<file path="config.mk">
export PLATFORM = sky130hd
export DESIGN_NAME = mem_bus_arbiter
export DESIGN_NICKNAME = d
export VERILOG_FILES = /design/src/rtl/mem_bus_arbiter.sv
export SDC_FILE = /design/constraint.sdc
export NUM_CORES = 1
export LEC_CHECK = 0
export ABC_AREA = 0
export BUFFER_PORTS_ARGS = -buffer_cell sky130_fd_sc_hd__clkbuf_2
export CORE_MARGIN = 2
export CORE_UTILIZATION = 47
export DETAILED_ROUTE_END_ITERATION = 8
export PLACE_DENSITY_LB_ADDON = 0.2
export SLEW_MARGIN = 10
export SYNTH_ARGS = -nofsm -noshare
export SYNTH_HDL_FRONTEND = slang
export SYNTH_SLANG_ARGS = --single-unit
</file>
<file path="constraint.sdc">
create_clock -name clk -period 2.35 [get_ports clk]
set_input_delay 0.1175 -clock clk [delete_from_list [all_inputs] [get_ports clk]]
set_output_delay 0.1175 -clock clk [all_outputs]
set_load 0.02 [all_outputs]
</file>
<file path="src/rtl/mem_bus_arbiter.sv">
// rtl/mem_bus_arbiter.sv - round-robin data/instruction arbiter onto a strobe/ack memory bus
module mem_bus_arbiter #(
    parameter int ADDR_W  = 32,
    parameter int DATA_W  = 32,
    parameter int TIMEOUT = 255
) (
    input  logic              clk,
    input  logic              nrst,
    input  logic              data_read,
    input  logic              data_write,
    input  logic [ADDR_W-1:0] data_adr_i,
    input  logic [DATA_W-1:0] data_wdata_i,
    output logic              data_good,
    output logic [DATA_W-1:0] data_rdata_o,
    input  logic              instr_req,
    input  logic [ADDR_W-1:0] instr_adr_i,
    output logic              instr_good,
    output logic [DATA_W-1:0] instr_o,
    output logic [ADDR_W-1:0] mem_adr_o,
    output logic [DATA_W-1:0] mem_wdata_o,
    output logic              mem_read_o,
    output logic              mem_write_o,
    input  logic [DATA_W-1:0] mem_rdata_i,
    input  logic              mem_ack_i,
    input  logic              mem_busy_i,
    output logic              timeout_err
);

    typedef enum logic [1:0] {IDLE, DATA_XFER, INSTR_XFER, RESP} state_t;

    localparam logic [15:0] TO_LIM = 16'(TIMEOUT);

    state_t      state;
    state_t      state_next;
    logic        last_instr;   // 1 when the instruction side won the previous grant
    logic [15:0] cnt;          // strobe cycles elapsed without an ack
    logic        xfer_wr;      // current data transfer is a write
    logic        grant_data;
    logic        grant_instr;
    logic        done_ack;
    logic        done_to;
    logic        wr_req;

    // A simultaneous read and write request is served as a read
    assign wr_req = data_write & ~data_read;

    // Next-state selection: arbitration in IDLE, ack/timeout detection while strobing
    always_comb begin
        state_next  = state;
        grant_data  = 1'b0;
        grant_instr = 1'b0;
        done_ack    = 1'b0;
        done_to     = 1'b0;
        case (state)
            IDLE: begin
                if (!mem_busy_i) begin
                    if ((data_read | data_write) && (!instr_req || last_instr)) begin
                        grant_data = 1'b1;
                        state_next = DATA_XFER;
                    end else if (instr_req) begin
                        grant_instr = 1'b1;
                        state_next  = INSTR_XFER;
                    end
                end
            end
            DATA_XFER, INSTR_XFER: begin
                // Ack takes precedence over a timeout landing on the same edge
                if (mem_ack_i) begin
                    done_ack   = 1'b1;
                    state_next = RESP;
                end else if (cnt + 16'd1 >= TO_LIM) begin
                    done_to    = 1'b1;
                    state_next = RESP;
                end
            end
            RESP:    state_next = IDLE;
            default: state_next = IDLE;
        endcase
    end

    // State register
    always_ff @(posedge clk or negedge nrst) begin
        if (!nrst) begin
            state <= IDLE;
        end else begin
            state <= state_next;
        end
    end

    // Bus strobes, latched request fields, returned data and completion pulses
    always_ff @(posedge clk or negedge nrst) begin
        if (!nrst) begin
            last_instr   <= 1'b1;
            cnt          <= '0;
            xfer_wr      <= 1'b0;
            mem_adr_o    <= '0;
            mem_wdata_o  <= '0;
            mem_read_o   <= 1'b0;
            mem_write_o  <= 1'b0;
            data_good    <= 1'b0;
            instr_good   <= 1'b0;
            data_rdata_o <= '0;
            instr_o      <= '0;
            timeout_err  <= 1'b0;
        end else begin
            data_good  <= 1'b0;
            instr_good <= 1'b0;
            if (grant_data || grant_instr) begin
                cnt         <= '0;
                last_instr  <= grant_instr;
                xfer_wr     <= grant_data & wr_req;
                mem_adr_o   <= grant_data ? data_adr_i : instr_adr_i;
                mem_wdata_o <= (grant_data && wr_req) ? data_wdata_i : '0;
                mem_read_o  <= ~(grant_data & wr_req);
                mem_write_o <= grant_data & wr_req;
            end
            if (state == DATA_XFER || state == INSTR_XFER) begin
                if (done_ack || done_to) begin
                    mem_read_o  <= 1'b0;
                    mem_write_o <= 1'b0;
                    if (state == DATA_XFER) begin
                        data_good    <= 1'b1;
                        data_rdata_o <= (done_ack && !xfer_wr) ? mem_rdata_i : '0;
                    end else begin
                        instr_good <= 1'b1;
                        instr_o    <= done_ack ? mem_rdata_i : '0;
                    end
                    if (done_to) begin
                        timeout_err <= 1'b1;
                    end
                end else begin
                    cnt <= cnt + 16'd1;
                end
            end
        end
    end

endmodule

</file>
# Word level (Yosys, flattened, before mapping)
# Cells that the tools add are included.
op_classes:
  n_eq_ne: 6
  multipliers: 0
  addsub: 1
  n_reduce_logical: 15
  shifts: 0
  div_mod_pow: 0
  n_mux: 37
  bitwise: 6
  magnitude_cmp: 1
ops:
  columns: ["cell", "n"]
  rows:
  - ["32-bit 2-to-1 mux", 4]
  - ["16-bit 2-to-1 mux", 3]
  - ["1-bit 2-to-1 mux", 24]
  - ["16-bit by 1-bit adder with 16-bit output, second input constant", 1]
  - ["16-bit by 8-bit greater-or-equal comparator with 1-bit output, second input constant", 1]
  - ["3-bit AND reduction", 4]
  - ["2-bit 2-to-1 mux", 5]
  - ["3-bit inequality test, second input constant", 2]
  - ["2-bit case mux with 3 select lines", 1]
  - ["2-bit == test, second input constant", 2]
  - ["1-bit logical OR", 4]
  - ["1-bit logical AND", 3]
  - ["1-bit inverter", 3]
  - ["1-bit AND", 2]
  - ["2-bit by 1-bit == test with 1-bit output, second input constant", 1]
  - ["1-bit logical NOT", 2]
  - ["2-bit logical NOT", 1]
  - ["2-bit inequality test, second input constant", 1]
  - ["2-bit OR reduction", 1]
  - ["1-bit bitwise OR", 1]
totals:
  mem_bits_rw: 0
  latch_bits: 0
  romBits: 0
  inputBits: 135
  word_cells: 79
  mem_count: 0
  out_inout_bits: 133
  regBits: 153

# Longest topological paths before layout
# Gate-level depths: netlist (run 1).
depth:
  ltp_word: 11
  mapped_depth: 10
  mapped_depth_nobuf: 9

# Worst setup path after synthesis (run 1)
# OpenSTA, ideal clock, no wires.
synth_path:
  path_kind: "reg-to-reg"
  startpoint: "register cnt[0]"
  endpoint: "register data_rdata_o[10]"
  n_path_buf: 1
  stages_incl_launch_ff: 10
  t_required_ns: 2.229
  arrival_ns: 2.067
  setup_time_ns: 0.121
  period_less_slack_ns: 2.188
  setup_slack_ns: 0.162
  cell_sequence: "dfrtp_1 ha_1 nand3_2 or3_1 a221oi_2 a211oi_4 nand3b_4 nand3_4 buf_6 a22o_1"
synth_via:
  elab_chain_len: 7
synth_lines:
  columns: ["item", "line_no", "source"]
  rows:
  - ["start: declaration", "36", "logic [15:0] cnt;"]
  - ["start signal: assignment", "132", "cnt <= cnt + 16'd1;"]
  - ["16-bit by 1-bit adder with 16-bit output", "71", "end else if (cnt + 16'd1 >= TO_LIM) begin"]
  - ["16-bit by 8-bit greater-or-equal comparator with 1-bit output", "71", null]
  - ["1-bit 2-to-1 mux", "71", null]
  - ["1-bit 2-to-1 mux", "68", "if (mem_ack_i) begin"]
  - ["1-bit 2-to-1 mux", "54", "case (state)"]
  - ["1-bit logical OR", "118", "if (done_ack || done_to) begin"]
  - ["3-bit AND reduction (no line)", null, null]
  - ["end signal: assignment", "123", "data_rdata_o <= (done_ack && !xfer_wr) ? mem_rdata_i : '0;"]
  - ["end: declaration", "14", "output logic [DATA_W-1:0] data_rdata_o,"]
# No other way between the ends.
# A chain may end at the register's enable or synchronous reset.

# Worst setup path in the final report (run 1)
layout_path:
  startpoint: "register cnt[1]"
  endpoint: "register data_rdata_o[29]"
# The elaborated chain is that of the path after synthesis.

==> metrics, run 1 <==
CTS Buf Count 17; Remaining DRCs 0; R2R Path End data_rdata_o[29]; post-synthesis compound-gate area fraction 0.211; maximum number of pins on one net before global-route repair 90; First-pass DRT Iterations 6; Synth Warn # 0; Syn Nets 640; CTS clk-pin slew, worst paths 70 ps; Worst R2R Path Depth 9; Initial Util 0.483; initial antenna violation count 0; detailed placement HPWL 11.7 mm; most frequent CP cell nand3_4; GRT Residual Overflow 0; Routed WL per cell 19.4 um; Final Hold Fails 0; Syn Area/Cell 12.3 sq um; row cnt 41; drt total wl 21.1 mm; slowest CP cell dfrtp_1; Clock Latency Late Sink 430 ps; Sink Count 153; sequential share of the synthesized area 0.625; Synth async-reset ratio 1.00; EDFF count, synth 0; register area 3840 sq um; final setup violation count 0; Synth Area in Simple Gates 0.112; Max VDD drop 777 uV; Power, Total 12.0 mW; Post-Synth XOR/XNOR Area 0; CP cell instances ha_4, nand3_4, or3_4, a221oi_4, a211oi_4, nand3b_4, nand3_4, buf_12, a22o_1; crit path buf inv count 1; vias in the first global route 6257; Cells after Synth 499; Initial DRC Count 518; deepest clock path buffer count 2; leakage 5.10 nW; Worst R2R Setup Slack 80 ps; core area 12700 sq um; Top FF cell, synth dfrtp_1; Worst Setup End Kind flip-flop; clk_skew 8.61 ps; multi-input logic area 2200 sq um; Slew Viols, Final 0; multiplexer area fraction after synthesis 0.00327; minimum clock period 2270 ps; Worst Max-Slew Pin Slew 455 ps; outcome completed; Post-Synth Adder-Cell Area 0.0123; CP Depth 9; Port-buffer cells 267; Crit. Startpoint cnt[1]; CP top delay family simple AND/OR/NAND/NOR gates; Fillers 749; Hold Crit Class in2reg; synthesized flop and latch total 153; share of cells above drive strength 1 0.387; crit path DAT 2590 ps; final cell count without fillers 1086; CP required 2660 ps; Placer Congestion 0.838; DR vias/cell 5.57; Area Overhead vs Synth 59.5%; max incr delay on CP 410 ps; TritonCTS clock tree built; slew margin rel. 0.697; I/O pins 268; crit path max fanout 28; Root Driver clkbuf_16; Die ar. 14000 sq um; n_diodes 0; Sum Neg Setup Slack 0 ps; Final #Nets 1042; H-Tree Depth 4; all-layer global routing usage 0.297; crit path kind reg2reg; largest family of logic cells by synthesized area compound AO/OA/AOI/OAI gates; Synth cell types 43; placed cell count 921; RR Startpoint cnt[1]; Die W 118 um; crit path to data_rdata_o[29]; Detail Route Antenna Nets 0; routed via count 6052; Die H 118 um; fmax 0.440 GHz; critical path launch point type flip-flop; first-pass GRT wire length 32.6 mm; Pwr per Cell Area 1230 nW/um^2; fin crit share 0.968; post-synthesis cell area 6120 sq um; Max-cap violations 0
[how the worst min path moves through the flow]
stage,startpoint,to,cells past startpoint
floorplan,nrst,cnt[0],0
global placement,nrst,mem_adr_o[28],1
detailed placement,nrst,mem_adr_o[28],1
CTS,instr_adr_i[4],mem_adr_o[4],3
global route,instr_adr_i[4],mem_adr_o[4],3
finish,instr_adr_i[4],mem_adr_o[4],3
[area by class of cell]
type                       instances  area share
clock buffer                      18      0.0450
clock inverter                    14      0.0137
sequential                       153       0.393
timing repair buffer             420       0.299
inverter                           5     0.00192
tap                              172      0.0220
multi-input combinational        304       0.225
[power by group]
part | switching (mW) | internal (mW) | leakage (nW)
clock network | 1.19 | 1.43 | 0.279
registers | 0.720 | 3.68 | 1.93
logic | 3.04 | 1.98 | 2.89
[synthesized netlist by cell type (5+ instances only)]
cell        n  area (sq um)
nor2_1     70           263
and3_1     11          68.8
buf_6       8          90.1
o21ai_0     7          35.0
clkbuf_1   25          93.8
ha_1        6          75.1
nand3_1     5          25.0
a22o_1     96           841
a21o_1     10          75.1
o22ai_1    32           200
nor3_1      6          30.0
dfrtp_1   152          3800
inv_1       5          18.8
nand2_1    11          41.3
a21oi_1    11          55.1
[logic make-up (layout without fill, tap and decap cells)]
group	after synthesis	after routing
adder cells (fa/ha/maj)	6	6
flip-flops	153	153
AO/OA/AOI/OAI	164	164
AND/OR/NAND/NOR	132	132
buffers and inverters	42	457
multiplexers	2	2
[per-layer routing]
metal	share of wire	global-route usage	vias to the layer above
li1	-	-	2654
met1	0.37	0.340	2965
met2	0.51	0.507	348
met3	0.069	0.0709	85
met4	0.052	0.174	0
met5	0	0	-
[metrics by stage]
step	util	hold slack [ps]	setup slack, ps	area (sq um)
floorplan	-	-178	162	6120
global placement	0.607	49.0	90.4	7690
detailed placement	0.607	49.8	5.09	7690
CTS	0.754	0.709	5.61	9550
global route	0.771	21.3	-64.8	9770
finish	0.771	30.9	76.1	9770
[worst register-to-register path, stage by stage, from the launching register on]
cell,delay (ps)
dfrtp_1,410
ha_4,180
nand3_4,110
or3_4,410
a221oi_4,320
a211oi_4,70
nand3b_4,140
nand3_4,130
buf_12,190
a22o_1,210
[cells in the final DEF, fill, tap and decap left out, drive strengths merged, types with 12 or more instances in the layout]
| cell type | synthesis | layout |
|---|---|---|
| a22o | 96 | 96 |
| buf | 11 | 25 |
| clkbuf | 26 | 286 |
| dfrtp | 152 | 152 |
| dlygate4sd3 | 0 | 127 |
| inv | 5 | 12 |
| nor2 | 70 | 70 |
| o22ai | 32 | 32 |
[flip-flops by register name (all words and copies together), names as in the netlist]
name          flops
mem_write_o       1
mem_read_o        1
instr_good        1
cnt              16
state             2
data_rdata_o     32
xfer_wr           1
instr_o          32
data_good         1
mem_wdata_o      32
last_instr        1
mem_adr_o        32
timeout_err       1
[timing repair]
action	4_1_cts	5_1_grt
hold endpoints to repair	167	0
gates cloned	0	2
resized for setup	1	32
endpoints found under the setup margin	1	92
pin swaps	0	5
hold buffers	128	0
setup buffers	0	4
No activity file was read; power rests on OpenSTA's default activity.
==> run 2: changes to the inputs <==
- SETUP_SLACK_MARGIN: not set -> 0.2
==> run 2 against run 1 <==
Core utilization increased by 1.1 points. Largest power group unchanged. Non-clock buffer count increased by 4. Clock power increased by 5%. Total power increased by 1.0%. Critical path type unchanged.
==> metrics, run 2 (synthesized netlist as in run 1, its figures left out) <==
crit path max fanout 8 (was 28); core area 12700 sq um (unchanged); Final Hold Fails 0 (unchanged); fin area 9910 sq um (was 9770 sq um); Fin Hold WS 9.21 ps (was 30.9 ps); routed via count 6050 (was 6052); fin crit share 0.963 (was 0.968); commonest non-fill, non-tap cells in the layout 266 x clkbuf_2, 148 x dfrtp_1, 126 x dlygate4sd3_1, 96 x a22o_1, 70 x nor2_1 (was 266 x clkbuf_2, 147 x dfrtp_1, 127 x dlygate4sd3_1, 96 x a22o_1, 70 x nor2_1); clk_skew 10.4 ps (was 8.61 ps); First-pass DRT Iterations 5 (was 6); CTS Buf Count 17 (unchanged); Worst R2R Setup Slack 90 ps (was 80 ps); P_int 7.36 mW (was 7.08 mW); Worst Slack Setup Final 86.0 ps (was 76.1 ps); Max VDD drop 749 uV (was 777 uV); CTS clk-pin slew, worst paths 60 ps (was 70 ps); Sum Neg Setup Slack 0 ps (unchanged); Final #Nets 1046 (was 1042); DR vias/cell 5.55 (was 5.57); all-layer global routing usage 0.295 (was 0.297); Area Overhead vs Synth 61.8% (was 59.5%); deepest clock path buffer count 2 (unchanged); Worst Setup End Kind flip-flop (unchanged); register area 3830 sq um (was 3840 sq um); initial antenna violation count 0 (unchanged); I/O pins 268 (unchanged); Clock Latency Late Sink 420 ps (was 430 ps); TritonCTS clock tree built (unchanged); H-Tree Depth 4 (unchanged); worst slack, placed 31.8 ps (was 5.09 ps); Power, Total 12.2 mW (was 12.0 mW); minimum clock period 2260 ps (was 2270 ps); Worst R2R Path Depth 9 (unchanged); Sink Count 153 (unchanged); Slew Viols, Final 0 (unchanged); Hold Crit Class in2reg (unchanged); GRT Residual Overflow 0 (unchanged); slew margin rel. 0.592 (was 0.697); Pwr per Cell Area 1230 nW/um^2 (about the same); detailed placement HPWL 11.6 mm (was 11.7 mm); share of cells above drive strength 1 0.390 (was 0.387); first-pass GRT wire length 32.5 mm (was 32.6 mm); Port-buffer cells 267 (unchanged); Die H 118 um (unchanged); commonest non-fill, non-tap cell in the layout clkbuf_2 (unchanged); power share of the combinational group 0.415 (was 0.417); Detail Route Antenna Nets 0 (unchanged); Worst Max-Slew Pin Slew 612 ps (was 455 ps); crit path kind reg2reg (unchanged); outcome completed (unchanged); Hold Path Sink mem_adr_o[11] (was mem_adr_o[4]); final setup violation count 0 (unchanged); Placed Area 7750 sq um (was 7690 sq um); RR Startpoint cnt[1] (unchanged); Initial DRC Count 463 (was 518); crit path DAT 2570 ps (was 2590 ps); multi-input logic area 2230 sq um (was 2200 sq um); Remaining DRCs 0 (unchanged); Die W 118 um (unchanged); Die ar. 14000 sq um (unchanged); R2R Path End instr_o[19] (was data_rdata_o[29]); clock share of power 0.225 (was 0.217); CP required 2650 ps (was 2660 ps); Fillers 743 (was 749); Placer Congestion 0.870 (was 0.838); vias in the first global route 6313 (was 6257); fmax 0.442 GHz (was 0.440 GHz); worst hold start instr_adr_i[11] (was instr_adr_i[4]); Sw Ratio 0.394 (was 0.411); maximum number of pins on one net before global-route repair 66 (was 90); critical path launch point type flip-flop (unchanged); leakage 5.15 nW (was 5.10 nW); Initial Util 0.483 (unchanged); sw power 4.79 mW (was 4.95 mW); drt total wl 21.0 mm (was 21.1 mm); row cnt 41 (unchanged); Crit. Startpoint cnt[1] (unchanged); WHS Path Cells 3 (unchanged); Max-cap violations 0 (unchanged); Routed WL per cell 19.3 um (was 19.4 um); n_diodes 0 (unchanged); Root Driver clkbuf_16 (unchanged); Seq pwr share 0.360 (was 0.366); RSZ-0062 raised after global routing true
==> run 2: cell count changes in the layout (fill, tap and decap cells not counted), moves of 3 or more <==
cell,before,now
clkinv_4,5,1
buf_6,2,11
buf_4,17,11
clkinvlp_4,1,4
inv_6,5,1
==> run 2: cell type report <==
class / instances / share of cell area
clock buffer: 22 / 0.0479
clock inverter: 10 / 0.0119
sequential: 153 / 0.387
tap: 172 / 0.0217
inverter: 5 / 0.00189
multi-input combinational: 304 / 0.225
timing repair buffer: 424 / 0.304
==> run 2: power groups by stage <==
| stage | clock (mW) | combinational (mW) | sequential [mW] |
|---|---|---|---|
| detailed placement | 0 | 4.58 | 4.32 |
| global placement | 0 | 4.48 | 4.31 |
| finish | 2.73 | 5.05 | 4.38 |
| global route | 2.88 | 5.38 | 4.47 |
| floorplan | 0 | 1.70 | 5.44 |
| CTS | 2.76 | 4.78 | 4.32 |
==> run 2: worst max-delay path by stage <==
stage / end / slack (ps) / cells past startpoint
3_3_place_gp: data_rdata_o[26] / 120 / 10
2_1_floorplan: data_rdata_o[10] / 180 / 9
4_1_cts: instr_o[9] / 90 / 9
3_5_place_dp: data_rdata_o[26] / 30 / 10
5_1_grt: state[1] / -20 / 10
6_report: instr_o[19] / 90 / 9
==> run 2: worst max-delay path, stage by stage, from the launching register on <==
cell and delay (ps):
dfrtp_1 400, ha_4 180, nand3_4 90, or3_4 370, a221oi_4 320, a211oi_4 100
nand3b_4 130, nand3_4 140, clkbuf_16 230, a22o_1 180
==> run 2: metal layers <==
metal / share of wire / up-vias / GRT usage
met1: 0.37 / 2963 / 0.347
li1: - / 2663 / -
met5: 0 / - / 0
met3: 0.069 / 89 / 0.0835
met4: 0.048 / 0 / 0.157
met2: 0.51 / 335 / 0.492
==> run 2: per-stage QoR <==
| step | std cells | utilization |
|---|---|---|
| 2_1_floorplan | 499 | - |
| 3_3_place_gp | 922 | 0.612 |
| 3_5_place_dp | 922 | 0.612 |
| 4_1_cts | 1083 | 0.765 |
| 5_1_grt | 1090 | 0.782 |
| 6_report | 1090 | 0.782 |
==> run 2: repair_timing <==
action                     CTS  global route
setup endpoints to repair   83           116
resized for setup           15            22
hold endpoints to repair   190             0
hold buffers               126             0
buffers inserted             2             1
gates cloned                 1             6
pin swaps                    3            13
